## src/rtl/ldpc_sram_arb_if.sv

```systemverilog
// Requester-side bus of the LDPC message SRAM arbiter.
// One instance per requester. The requester uses the master modport and the
// arbiter uses the slave modport. Address width is fixed at 20 bits.
interface ldpc_sram_arb_if #(
    parameter int WIDTH = 8
);
    logic             req;
    logic             we;
    logic             lock;
    logic [19:0]      addr;
    logic [WIDTH-1:0] wdata;
    logic             gnt;
    logic             rvalid;
    logic [WIDTH-1:0] rdata;

    modport master (output req, we, lock, addr, wdata, input gnt, rvalid, rdata);
    modport slave  (input req, we, lock, addr, wdata, output gnt, rvalid, rdata);
endinterface

```

## src/rtl/ldpc_sram_arb.sv

```systemverilog
// ldpc_sram_arb: arbiter and sequencer for the single-port LDPC message SRAM.
// Requester 0 is the check-node unit and requester 1 is the variable-node unit.
// The block grants at most one access per cycle and supports locked bursts.
// Out-of-range addresses are granted but dropped, and they set a sticky error.
// Read data returns one cycle after the grant, tagged to the issuing requester.
// Build option: define SRAM_ARB_RR_EN for round-robin arbitration in IDLE.
// When it is undefined, requester 0 has fixed priority.
module ldpc_sram_arb #(
    parameter int WIDTH = 8,
    parameter int DEPTH = 1024
) (
    input  logic              clk,
    input  logic              rst_n,
    ldpc_sram_arb_if.slave    r0_if,
    ldpc_sram_arb_if.slave    r1_if,
    output logic              m_wen_o,
    output logic [19:0]       m_waddr_o,
    output logic [19:0]       m_raddr_o,
    output logic [WIDTH-1:0]  m_wdata_o,
    input  logic [WIDTH-1:0]  m_rdata_i,
    output logic              err_o,
    output logic              err_id_o
);

    typedef enum logic [1:0] {
        ST_IDLE  = 2'd0,
        ST_LOCK0 = 2'd1,
        ST_LOCK1 = 2'd2
    } state_e;

    // The limit is one bit wider than the address, so DEPTH = 2**20 still compares correctly.
    localparam logic [20:0] LIMIT = 21'(DEPTH);

    state_e           state_q, state_d;
    logic [1:0]       req;
    logic [1:0]       gnt;
    logic             prio;     // requester favoured when both ask in IDLE
    logic             sel;      // granted requester (valid when any_gnt)
    logic             any_gnt;
    logic             we_s;
    logic             lock_s;
    logic [19:0]      addr_s;
    logic [WIDTH-1:0] wdata_s;
    logic             legal;
    logic             issue;    // granted and in range: reaches the SRAM
    logic [19:0]      addr_q;
    logic [WIDTH-1:0] wdata_q;
    logic             rv_q;
    logic             rid_q;
    logic             err_q;
    logic             err_id_q;

    assign req = {r1_if.req, r0_if.req};

`ifdef SRAM_ARB_RR_EN
    logic ptr_q, ptr_d;

    assign prio = ptr_q;

    // Priority pointer: after a grant, it points at the other requester.
    always_comb begin
        ptr_d = ptr_q;
        if (gnt[0])      ptr_d = 1'b1;
        else if (gnt[1]) ptr_d = 1'b0;
    end

    // Pointer register.
    always_ff @(posedge clk) begin
        if (!rst_n) ptr_q <= 1'b0;
        else        ptr_q <= ptr_d;
    end
`else
    assign prio = 1'b0;
`endif

    // Grant decision from the lock state, the requests and the priority.
    // NOTE: every always_comb output gets a default first, so no latch is inferred.
    always_comb begin
        gnt = 2'b00;
        unique case (state_q)
            ST_IDLE: begin
                if (req == 2'b11) gnt = prio ? 2'b10 : 2'b01;
                else              gnt = req;
            end
            ST_LOCK0: gnt = {1'b0, req[0]};
            ST_LOCK1: gnt = {req[1], 1'b0};
            default:  gnt = 2'b00;
        endcase
        // Nothing is issued while reset is held.
        if (!rst_n) gnt = 2'b00;
    end

    // Select the granted command and decide the next lock state.
    always_comb begin
        sel     = gnt[1];
        any_gnt = |gnt;
        we_s    = sel ? r1_if.we    : r0_if.we;
        lock_s  = sel ? r1_if.lock  : r0_if.lock;
        addr_s  = sel ? r1_if.addr  : r0_if.addr;
        wdata_s = sel ? r1_if.wdata : r0_if.wdata;
        legal   = {1'b0, addr_s} < LIMIT;
        issue   = any_gnt && legal;
        // If there is no grant, either IDLE stays IDLE or the lock owner dropped its request.
        state_d = ST_IDLE;
        if (any_gnt && lock_s) state_d = sel ? ST_LOCK1 : ST_LOCK0;
    end

    // FSM and datapath registers.
    // NOTE: sequential state uses non-blocking assignments only.
    always_ff @(posedge clk) begin
        if (!rst_n) begin
            state_q  <= ST_IDLE;
            addr_q   <= '0;
            wdata_q  <= '0;
            rv_q     <= 1'b0;
            rid_q    <= 1'b0;
            err_q    <= 1'b0;
            err_id_q <= 1'b0;
        end else begin
            state_q <= state_d;
            addr_q  <= m_waddr_o;
            wdata_q <= m_wdata_o;
            rv_q    <= issue && !we_s;
            rid_q   <= sel;
            if (any_gnt && !legal) begin
                err_q <= 1'b1;
                if (!err_q) err_id_q <= sel;
            end
        end
    end

    // SRAM command. Addresses and data hold their last value when nothing is issued.
    assign m_wen_o   = issue && we_s;
    assign m_waddr_o = issue ? addr_s : addr_q;
    assign m_raddr_o = m_waddr_o;
    assign m_wdata_o = issue ? wdata_s : wdata_q;

    assign r0_if.gnt = gnt[0];
    assign r1_if.gnt = gnt[1];

    // Read return. A reset cancels a pending strobe immediately.
    assign r0_if.rvalid = rst_n && rv_q && !rid_q;
    assign r1_if.rvalid = rst_n && rv_q &&  rid_q;
    assign r0_if.rdata  = m_rdata_i;
    assign r1_if.rdata  = m_rdata_i;

    assign err_o    = err_q;
    assign err_id_o = err_id_q;

endmodule

```

## src/flat_wrapper.sv

```systemverilog
// flat-port wrapper written by rule: the top's interface ports become plain ports
module ldpc_sram_arb_flat 
#(
    parameter int WIDTH = 8,
    parameter int DEPTH = 1024
)
  (clk, rst_n, m_wen_o, m_waddr_o, m_raddr_o, m_wdata_o, m_rdata_i, err_o, err_id_o, r0_if_req, r0_if_we, r0_if_lock, r0_if_addr, r0_if_wdata, r0_if_gnt, r0_if_rvalid, r0_if_rdata, r1_if_req, r1_if_we, r1_if_lock, r1_if_addr, r1_if_wdata, r1_if_gnt, r1_if_rvalid, r1_if_rdata);
  ldpc_sram_arb_if #(.WIDTH(WIDTH)) r0_if_i ();
  ldpc_sram_arb_if #(.WIDTH(WIDTH)) r1_if_i ();
  input  logic clk;
  input  logic rst_n;
  output logic m_wen_o;
  output logic [19:0] m_waddr_o;
  output logic [19:0] m_raddr_o;
  output logic [WIDTH-1:0] m_wdata_o;
  input  logic [WIDTH-1:0] m_rdata_i;
  output logic err_o;
  output logic err_id_o;
  input wire logic [$bits(r0_if_i.req)-1:0] r0_if_req;
  input wire logic [$bits(r0_if_i.we)-1:0] r0_if_we;
  input wire logic [$bits(r0_if_i.lock)-1:0] r0_if_lock;
  input wire logic [$bits(r0_if_i.addr)-1:0] r0_if_addr;
  input wire logic [$bits(r0_if_i.wdata)-1:0] r0_if_wdata;
  output wire logic [$bits(r0_if_i.gnt)-1:0] r0_if_gnt;
  output wire logic [$bits(r0_if_i.rvalid)-1:0] r0_if_rvalid;
  output wire logic [$bits(r0_if_i.rdata)-1:0] r0_if_rdata;
  input wire logic [$bits(r1_if_i.req)-1:0] r1_if_req;
  input wire logic [$bits(r1_if_i.we)-1:0] r1_if_we;
  input wire logic [$bits(r1_if_i.lock)-1:0] r1_if_lock;
  input wire logic [$bits(r1_if_i.addr)-1:0] r1_if_addr;
  input wire logic [$bits(r1_if_i.wdata)-1:0] r1_if_wdata;
  output wire logic [$bits(r1_if_i.gnt)-1:0] r1_if_gnt;
  output wire logic [$bits(r1_if_i.rvalid)-1:0] r1_if_rvalid;
  output wire logic [$bits(r1_if_i.rdata)-1:0] r1_if_rdata;
  assign r0_if_i.req = r0_if_req;
  assign r0_if_i.we = r0_if_we;
  assign r0_if_i.lock = r0_if_lock;
  assign r0_if_i.addr = r0_if_addr;
  assign r0_if_i.wdata = r0_if_wdata;
  assign r0_if_gnt = r0_if_i.gnt;
  assign r0_if_rvalid = r0_if_i.rvalid;
  assign r0_if_rdata = r0_if_i.rdata;
  assign r1_if_i.req = r1_if_req;
  assign r1_if_i.we = r1_if_we;
  assign r1_if_i.lock = r1_if_lock;
  assign r1_if_i.addr = r1_if_addr;
  assign r1_if_i.wdata = r1_if_wdata;
  assign r1_if_gnt = r1_if_i.gnt;
  assign r1_if_rvalid = r1_if_i.rvalid;
  assign r1_if_rdata = r1_if_i.rdata;
  ldpc_sram_arb #(.WIDTH(WIDTH), .DEPTH(DEPTH)) u_core (.clk(clk), .rst_n(rst_n), .r0_if(r0_if_i), .r1_if(r1_if_i), .m_wen_o(m_wen_o), .m_waddr_o(m_waddr_o), .m_raddr_o(m_raddr_o), .m_wdata_o(m_wdata_o), .m_rdata_i(m_rdata_i), .err_o(err_o), .err_id_o(err_id_o));
endmodule
```

## config.mk

```make
export PLATFORM = sky130hd
export DESIGN_NAME = ldpc_sram_arb_flat
export DESIGN_NICKNAME = d
export VERILOG_FILES = /design/src/rtl/ldpc_sram_arb_if.sv /design/src/rtl/ldpc_sram_arb.sv /design/src/flat_wrapper.sv
export SDC_FILE = /design/constraint.sdc
export NUM_CORES = 1
export LEC_CHECK = 0
export CORE_UTILIZATION = 50
export DETAILED_ROUTE_END_ITERATION = 6
export DONT_BUFFER_PORTS = 1
export PLACE_DENSITY = 0.66
export SLEW_MARGIN = 15
export SYNTH_ARGS = -nofsm -noshare
export SYNTH_HDL_FRONTEND = slang
export SYNTH_SLANG_ARGS = --single-unit
```

## constraint.sdc

```tcl
create_clock -name clk -period 3 [get_ports clk]
set_input_delay 0.6 -clock clk [delete_from_list [all_inputs] [get_ports clk]]
set_output_delay 0.6 -clock clk [all_outputs]
set_load 0.02 [all_outputs]
```

**Word-level counts from Yosys, hierarchy flattened**

Cells that the tools add are included.

- $lt $le $gt $ge: 1
- Eq/ne operators: 3
- Multiplexer cells: 10
- Bitwise gates (word level): 1
- Reduce and logical (&&, ||, !) cells: 15

Operators with widths:

| cell | number |
|---|---|
| 2-to-1 mux 20 bit | 2 |
| less-than comparator 20 x 11 -> 1 bit (second input constant) | 1 |
| 2-to-1 mux 8 bit | 2 |
| logical AND 1 bit | 8 |
| 2-to-1 mux 2 bit | 3 |
| one-hot mux 2 bit (3 select lines) | 1 |
| equality test 2 bit (second input constant) | 2 |
| AND reduction 2 bit | 2 |
| logical NOT 1 bit | 3 |
| equality test 2 x 1 -> 1 bit (second input constant) | 1 |
| logical NOT 2 bit | 1 |
| 2-to-1 mux 1 bit | 2 |
| OR reduction 2 bit | 1 |
| inverter 1 bit | 1 |

- Register bits after elaboration: 34
- Output and inout bits: 71
- Word-level logic and storage cells: 37

**Longest topological paths before layout**

Gate-level depths: netlist of the first run.

- Depth after elaboration: 9
- Depth in mapped cells: 7
- Mapped depth without buffers: 4

**Worst setup path after synthesis of the first run**

No wires, ideal clock.

- Path type: input port to output port
- Start point: input port r1_if_addr[15]
- End point: output port m_waddr_o[0]
- Data arrival time: 2496 ps
- Required time: 2400 ps
- Slack: -96 ps
- Stages on the path: 7
- Cell sequence: or4_1 -> nor4_2 -> a32oi_1 -> buf_4 -> buf_6 -> mux2i_1 -> buf_4

- Word-level cells in the longest chain between the ends: 4

Ends and longest elaborated chain:

| item | line | text |
|---|---|---|
| start, declared | flat_wrapper.sv:30 | `input wire logic [$bits(r1_if_i.addr)-1:0] r1_if_addr;` |
| 2-to-1 mux 20 bit | ldpc_sram_arb.sv:99 | `addr_s = sel ? r1_if.addr : r0_if.addr;` |
| less-than comparator 20 x 11 -> 1 bit | ldpc_sram_arb.sv:101 | `legal = {1'b0, addr_s} < LIMIT;` |
| logical AND 1 bit | ldpc_sram_arb.sv:102 | `issue = any_gnt && legal;` |
| 2-to-1 mux 20 bit | ldpc_sram_arb.sv:134 | `assign m_waddr_o = issue ? addr_s : addr_q;` |
| end, declared | flat_wrapper.sv:13 | `output logic [19:0] m_waddr_o;` |

Every way passes these cells.

**Final worst setup path of the first run**

- Start point: input port r0_if_addr[15]
- End point: output port m_raddr_o[15]

- Word-level cells in the longest chain between the ends: 4

Ends and longest elaborated chain:

| item | line | text |
|---|---|---|
| start, declared | flat_wrapper.sv:22 | `input wire logic [$bits(r0_if_i.addr)-1:0] r0_if_addr;` |
| 2-to-1 mux 20 bit * | ldpc_sram_arb.sv:99 |  |
| less-than comparator 20 x 11 -> 1 bit | ldpc_sram_arb.sv:101 |  |
| logical AND 1 bit | ldpc_sram_arb.sv:102 |  |
| 2-to-1 mux 20 bit * | ldpc_sram_arb.sv:134 |  |
| end, declared | flat_wrapper.sv:14 | `output logic [19:0] m_raddr_o;` |

Every way passes the cells marked *; elsewhere a longest branch is shown, timed or not.

==> metrics.md, run 1 <==
| Metric | Value |
|---|---|
| Status | `completed` |
| CTS Buffer Depth | `2` |
| Post-synthesis cell count | `roughly 220` |
| Crit path from | `r0_if_addr[15]` |
| Total vias in the final route | `1,511` |
| Antenna viol nets, final | `0` |
| Final #Nets | `302` |
| Via density | `roughly 5.4` |
| Rel. slew slack | `a little over three fifths` |
| Lkg Pwr | `around 1.2 nW` |
| Largest net degree at the start of global routing | `40` |
| Die X | `about 66 um` |
| Final setup vio count | `0` |
| Final Slew Violations | `0` |
| Share of layout cells above drive strength 1 | `a little over a quarter` |
| Reg2reg start | `u_core.state_q[0]$_SDFF_PN0_` |
| Global route total overflow | `0` |
| Number of remaining DRC errors | `0` |
| WL final | `between 3 and 4 mm` |
| Non-filler cells, final | `about 280` |
| Area delta synth->final | `14.6%` |
| I/O pin cnt | `roughly 140` |
| Yosys top cell area share | `between 30% and 40%` |
| Routability cong. | `0.662` |
| Worst clock skew | `about 0.0044 ns` |
| Hold-fix buffers, CTS | `0` |
| Max Cap Violations | `0` |
| Cell Rows | `23` |
| Die Ht | `66.3 um` |
| Vias in the first global route | `1,364` |
| Area of the multi-input gates | `998 um^2` |
| Syn. warnings | `0` |
| Mapped Area | `2070 um^2` |
| 1st-iter DRT viols | `37` |
| Min-delay worst type | `primary input to flip-flop` |
| Post-CTS setup buffer count | `0` |
| DR WL/cell | `~13 um` |
| CTS tree | `done` |
| Register area share after synthesis | `between 30% and 40%` |
| Final min period | `2.89 ns` |
| Detailed Place HPWL | `2.85 mm` |
| Cell variety after synth | `29` |
| Initial Util | `between 50% and 60%` |
| Required @ worst endpoint | `approximately 2.4 ns` |
| Top cells by area, synth | `dfxtp_1 33%, mux2i_1 25%, buf_4 13%` |
| Num CTS Buffers | `5` |
| Total GRT Usage | `17.2%` |
| FILL cells | `around 350` |
| Power consumption | `1.01 mW` |
| Sequential Area | `between 600 and 700 um^2` |
| Post-DP Area | `approximately 2200 um^2` |
| CP startpoint kind | `primary input` |
| PortBufs | `0` |
| First-pass GRT wire length | `approximately 5.7 mm` |
| WP data arrival | `2.29 ns` |
| CTS sink cnt | `34` |
| Skew-Pair Late Insertion Delay | `~0.28 ns` |
| Placed Cells incl. Taps | `roughly 270` |
| Tcrit/Tclk final | `around 96%` |
| Fmax | `345 MHz` |
| HP Start | `r1_if_lock` |
| Seq cells post-synth | `34` |
| Diodes inserted | `0` |
| Core area | `between 3000 and 4000 um^2` |
| Setup crit end kind | `output pin` |
| Syn nets | `slightly below 300` |
| Worst hold slack | `0.444 ns` |
| Full die area | `4400 um^2` |
| RSZ-0062 raised after global routing | `false` |
| Initial antenna violation count | `0` |
| Worst vdd ir | `approximately 0.00032 V` |
| Critical path peak fanout | `30` |
| Clock transition at path regs | `about 0.070 ns` |
| Clk root buf | `clkbuf_8` |
| Slew @ Worst Pin | `~0.55 ns` |
| Critical path class | `primary input to output pin` |
| Cell Pwr Density | `between 400 and 500 nW/um^2` |
| Final Hold Fails | `0` |
| Syn_area_per_cell | `around 9 um^2` |
| DRT Pass-1 Iters | `6` |
| Synth area leader | `dfxtp_1` |
| CTS H-tree depth | `2` |
| Post-cts gate resize count | `0` |
| Post-Layout Inst Area | `2370 um^2` |
worst max-delay path, cell delays in order:
cell and delay [ns]:
or4_4 0.53, nor4_4 0.31, a32oi_4 0.16, buf_4 0.18, buf_12 0.16, and2_1 0.18
buf_4 0.16
logic make-up (layout without fill, tap and decap cells):
| kind of cell | count (synthesis) | after routing | synth area share, % |
|---|---|---|---|
| buffers and inverters | 67 | 74 | 20.1 |
| AND/OR/NAND/NOR | 58 | 58 | 16.4 |
| multiplexers | 54 | 54 | 26.3 |
| flip-flops | 34 | 34 | 32.9 |
| AO/OA/AOI/OAI | 11 | 11 | 4.36 |
routing by layer:
layer | wire, um | GRT usage (%) | vias to the layer above
li1 | - | - | 733
met1 | 1370 | 16.6 | 696
met2 | 1990 | 33.2 | 78
met3 | 343 | 5.52 | 4
met4 | 36 | 6.38 | 0
met5 | 0 | 0 | -
cells in the mapped netlist, drive strengths merged:
master	n
nand2	19
and3	12
mux2	2
inv	18
and4b	1
o311ai	2
mux2i	52
o31ai	1
nor4	2
a32o	1
nor3	1
o31a	2
nor2b	2
buf	42
a32oi	1
dfxtp	34
o21bai	2
clkbuf	7
or3	1
or4	4
nor2	4
and2	11
a22o	1
nand3b	1
o21ai	1
state kept, by name (all words and copies together), names as in the netlist:
| register | cells |
|---|---|
| u_core.err_o | 1 |
| u_core.addr_q | 20 |
| u_core.rv_q | 1 |
| u_core.wdata_q | 8 |
| u_core.state_q | 2 |
| u_core.rid_q | 1 |
| u_core.err_id_o | 1 |
where the power goes:
part	leakage (nW)	switching, mW	total (mW)	internal, mW
Clock	0.0683	0.164	0.497	0.333
Combinational	0.884	0.0299	0.0566	0.0267
Sequential	0.275	0.00514	0.460	0.455
cell type report:
type	instances	area share (%)
flip-flops and latches	34	28.7
inverters	18	2.85
multi-input cells	123	42.1
repair buffers	48	17.8
well taps	50	2.64
clock buffers	5	2.90
clock inverters	3	2.90
metrics by stage:
stage	setup slack, ns	utilization, %	setup TNS (ns)
finish	0.105	59.7	0
global route	0.00977	59.7	0
CTS	0.0925	59.7	0
detailed placement	0.102	56.2	0
global placement	0.124	56.2	0
floorplan	-0.0959	-	-0.767
cell usage in the layout (no fill, tap or decap), types with 2 or more instances in the layout:
cell type,Yosys,layout
o311ai_0,2,2
nor2_1,4,3
o31a_1,2,2
mux2i_1,52,52
buf_4,37,43
mux2_1,2,2
nor2b_1,2,2
o21bai_1,2,2
clkbuf_8,0,5
dfxtp_1,34,34
and2_1,11,11
and3_1,12,12
inv_1,18,18
bufinv_16,0,2
buf_12,0,5
nand2_1,19,19
or4_1,3,3
path summary, 6_finish.rpt:
path | cells after the start | slack (ns) | end
hold reg to reg | 2 | 0.47 | u_core.addr_q[3]$_SDFF_PN0_
setup / recovery | 7 | 0.11 | m_raddr_o[15]
hold / removal | 1 | 0.44 | u_core.state_q[1]$_SDFF_PN0_
setup reg to reg | 5 | 1.30 | u_core.rv_q$_SDFF_PN0_
Power figures use the tool's default switching activity.
==> run 2, diff against run 1 <==
--- a/config.mk
+++ b/config.mk
@@ -5,6 +5,7 @@
 export SDC_FILE = /design/constraint.sdc
 export NUM_CORES = 1
 export LEC_CHECK = 0
+export ABC_AREA = 1
 export CORE_UTILIZATION = 50
 export DETAILED_ROUTE_END_ITERATION = 6
 export DONT_BUFFER_PORTS = 1
==> metrics.md, run 2 <==
| Metric | Value |
|---|---|
| Initial antenna violation count | `0 (unchanged)` |
| Die Ht | `67.1 um (+1.1%)` |
| Via density | `4.59 (-15%)` |
| Mapped Area | `2120 um^2 (+2.3%)` |
| Register area share after synthesis | `32.2% (-0.74 points)` |
| Final Slew Violations | `0 (unchanged)` |
| Fmax | `359 MHz (+3.8%)` |
| CTS sink cnt | `34 (unchanged)` |
| Final setup vio count | `0 (unchanged)` |
| Syn_area_per_cell | `6.57 um^2 (-29%)` |
| WL final | `3.98 mm (+6.5%)` |
| Final min period | `2.79 ns (-0.105 ns)` |
| Pre-CTS WS | `0.185 ns (+0.0829 ns)` |
| Number of remaining DRC errors | `0 (unchanged)` |
| Worst vdd ir | `0.000312 V (-2.8%)` |
| Post-synthesis cell count | `322 (+44%)` |
| CP startpoint kind | `flip-flop` |
| CTS Buffer Depth | `2 (unchanged)` |
| Die X | `67.1 um (+1.1%)` |
| Yosys top cell area share | `32.2% (-0.74 points)` |
| Final WS setup | `0.211 ns (+0.105 ns)` |
| Skew-Pair Late Insertion Delay | `0.28 ns (about the same)` |
| Initial Util | `52.5% (+0.44 points)` |
| Largest net degree at the start of global routing | `32 (-20%)` |
| Syn. warnings | `0 (unchanged)` |
| Detailed Place HPWL | `3.00 mm (+5.2%)` |
| Largest regs | `u_core.addr_q: 20 flops, u_core.wdata_q: 8 flops, u_core.state_q: 2 flops` |
| Slew @ Worst Pin | `0.444 ns (-0.107 ns)` |
| Clk root buf | `clkbuf_8` |
| Cell variety after synth | `23 (-21%)` |
| I/O pin cnt | `143 (unchanged)` |
| Reg with most FFs | `u_core.addr_q` |
| Vias in the first global route | `1,422 (+4.3%)` |
| 1st-iter DRT viols | `56 (+51%)` |
| Diodes inserted | `0 (unchanged)` |
| Critical path class | `flip-flop to output pin` |
| Commonest cells in the netlist | `142 x nand2_1, 36 x buf_4, 34 x dfxtp_1` |
| RSZ-0062 raised after global routing | `false` |
| Tcrit/Tclk final | `93.0% (-3.5 points)` |
| Core area | `4030 um^2 (+1.4%)` |
| DR WL/cell | `10.7 um (-19%)` |
| DRT Pass-1 Iters | `4 (-2)` |
| Cell Rows | `23 (unchanged)` |
| Area delta synth->final | `7.39%` |
| Internal reg-to-reg setup slack | `1.13 ns (-0.17 ns)` |
| Ys async rst share | `0% (unchanged)` |
| Critical path peak fanout | `30 (unchanged)` |
| Syn nets | `394 (+33%)` |
| FILL cells | `401 (+13%)` |
| Commonest non-fill, non-tap cell in the layout | `nand2_1` |
| Share of layout cells above drive strength 1 | `24.0% (-2.4 points)` |
| Required @ worst endpoint | `2.40 ns (about the same)` |
| CTS tree | `done` |
| Worst hold slack | `0.429 ns (-0.0152 ns)` |
| WP data arrival | `2.19 ns (-0.10 ns)` |
| Full die area | `4500 um^2 (+2.2%)` |
| Final Hold Fails | `0 (unchanged)` |
| CTS H-tree depth | `2 (unchanged)` |
| Worst clock skew | `0.00281 ns (-0.00163 ns)` |
| Clock transition at path regs | `0.07 ns (about the same)` |
| Number of synthesized flops with an enable pin | `0 (unchanged)` |
| Max Cap Violations | `0 (unchanged)` |
| Antenna viol nets, final | `0 (unchanged)` |
| Most common cell in the netlist | `nand2_1` |
| Most frequent cells in the layout | `142 x nand2_1, 39 x buf_4, 34 x dfxtp_1, 33 x inv_1, 22 x nor2_1` |
| Main synth FF type | `dfxtp_1` |
| Seq cells post-synth | `34 (unchanged)` |
| Routability cong. | `0.814 (+23%)` |
| Power consumption | `1.06 mW (+4.6%)` |
| Total vias in the final route | `1,704 (+13%)` |
| Setup_tns | `0 ns (unchanged)` |
| Cell Pwr Density | `467 nW/um^2 (+9.1%)` |
| Total GRT Usage | `18.3% (+1.1 points)` |
| Lkg Pwr | `1.38 nW (+12%)` |
| Number of flip-flops under the largest register name | `20 (unchanged)` |
| PortBufs | `0 (unchanged)` |
| Global route total overflow | `0 (unchanged)` |
| Final #Nets | `392 (+30%)` |
| Top cells by area, synth | `dfxtp_1 32%, nand2_1 25%, buf_4 13%` |
| Min-delay worst type | `primary input to flip-flop` |
| Rel. slew slack | `70.1% (+7.2 points)` |
| First-pass GRT wire length | `6.10 mm (+7.4%)` |
| Setup crit end kind | `output pin` |
| Status | `completed` |
| Synth area leader | `dfxtp_1` |
| Num CTS Buffers | `5 (unchanged)` |
## run 2: cell type report
| type | instances | area [um^2] | area share (%) |
|---|---|---|---|
| Sequential cell | 34 | 681 | 30.0 |
| Clock inverter | 2 | 60.1 | 2.64 |
| Tap cell | 50 | 62.6 | 2.75 |
| Clock buffer | 6 | 82.6 | 3.63 |
| Multi-Input combinational cell | 205 | 960 | 42.2 |
| Timing Repair Buffer | 39 | 293 | 12.9 |
| Inverter | 35 | 134 | 5.89 |
## run 2: critical path, stage by stage, from the launching register on
cell     delay [ns]
dfxtp_1        0.34
inv_2          0.03
nand2_1        0.11
nand3_2        0.25
nand2_1        0.16
o21ai_2        0.06
nand2_1        0.07
nor2_2         0.04
nand3_2        0.09
buf_4          0.31
nand2_1        0.15
nand2_1        0.10
buf_4          0.17
## run 2: kinds of logic (layout without fill, tap and decap cells)
| group | count (synthesis) | after routing | synth area share, % |
|---|---|---|---|
| compound gates | 22 | 22 | 7.33 |
| buf+inv | 83 | 82 | 22.5 |
| flops | 34 | 34 | 32.2 |
| mux | 1 | 1 | 0.473 |
| simple gates | 182 | 182 | 37.6 |
## run 2: final timing paths
path,end,start,depth (start not counted)
max,m_waddr_o[9],u_core.state_q[1]$_SDFF_PN0_,12
min,u_core.state_q[1]$_SDFF_PN0_,r1_if_lock,2
max reg2reg,u_core.wdata_q[6]$_SDFF_PN0_,u_core.state_q[1]$_SDFF_PN0_,10
min reg2reg,u_core.addr_q[13]$_SDFF_PN0_,u_core.addr_q[13]$_SDFF_PN0_,2
## run 2: through the flow
stage / instances / instance area, um^2 / util, %
floorplan: 322 / 2120 / -
global placement: 363 / 2130 / 52.8
detailed placement: 363 / 2130 / 52.8
CTS: 371 / 2270 / 56.4
global route: 371 / 2270 / 56.4
finish: 371 / 2270 / 56.4
## run 2: repair_timing
item                                   4_1_cts  5_1_grt
hold buffers                                 0        0
endpoints found under the hold margin        0        0
gates resized for setup                      0        1
setup buffers                                0        0
setup endpoints to repair                    0       26
## run 2: layer usage
metal | global-route usage [%] | wire length [um] | vias to the layer above
met5 | 0 | 0 | -
met3 | 4.79 | 331 | 4
met2 | 32.0 | 1890 | 70
met4 | 7.18 | 31 | 0
li1 | - | - | 907
met1 | 20.7 | 1730 | 723
## run 2: where the power goes
part	switching, mW	internal (mW)
clock	0.163	0.354
combinational	0.0557	0.0269
sequential	0.00554	0.455
total	0.224	0.836
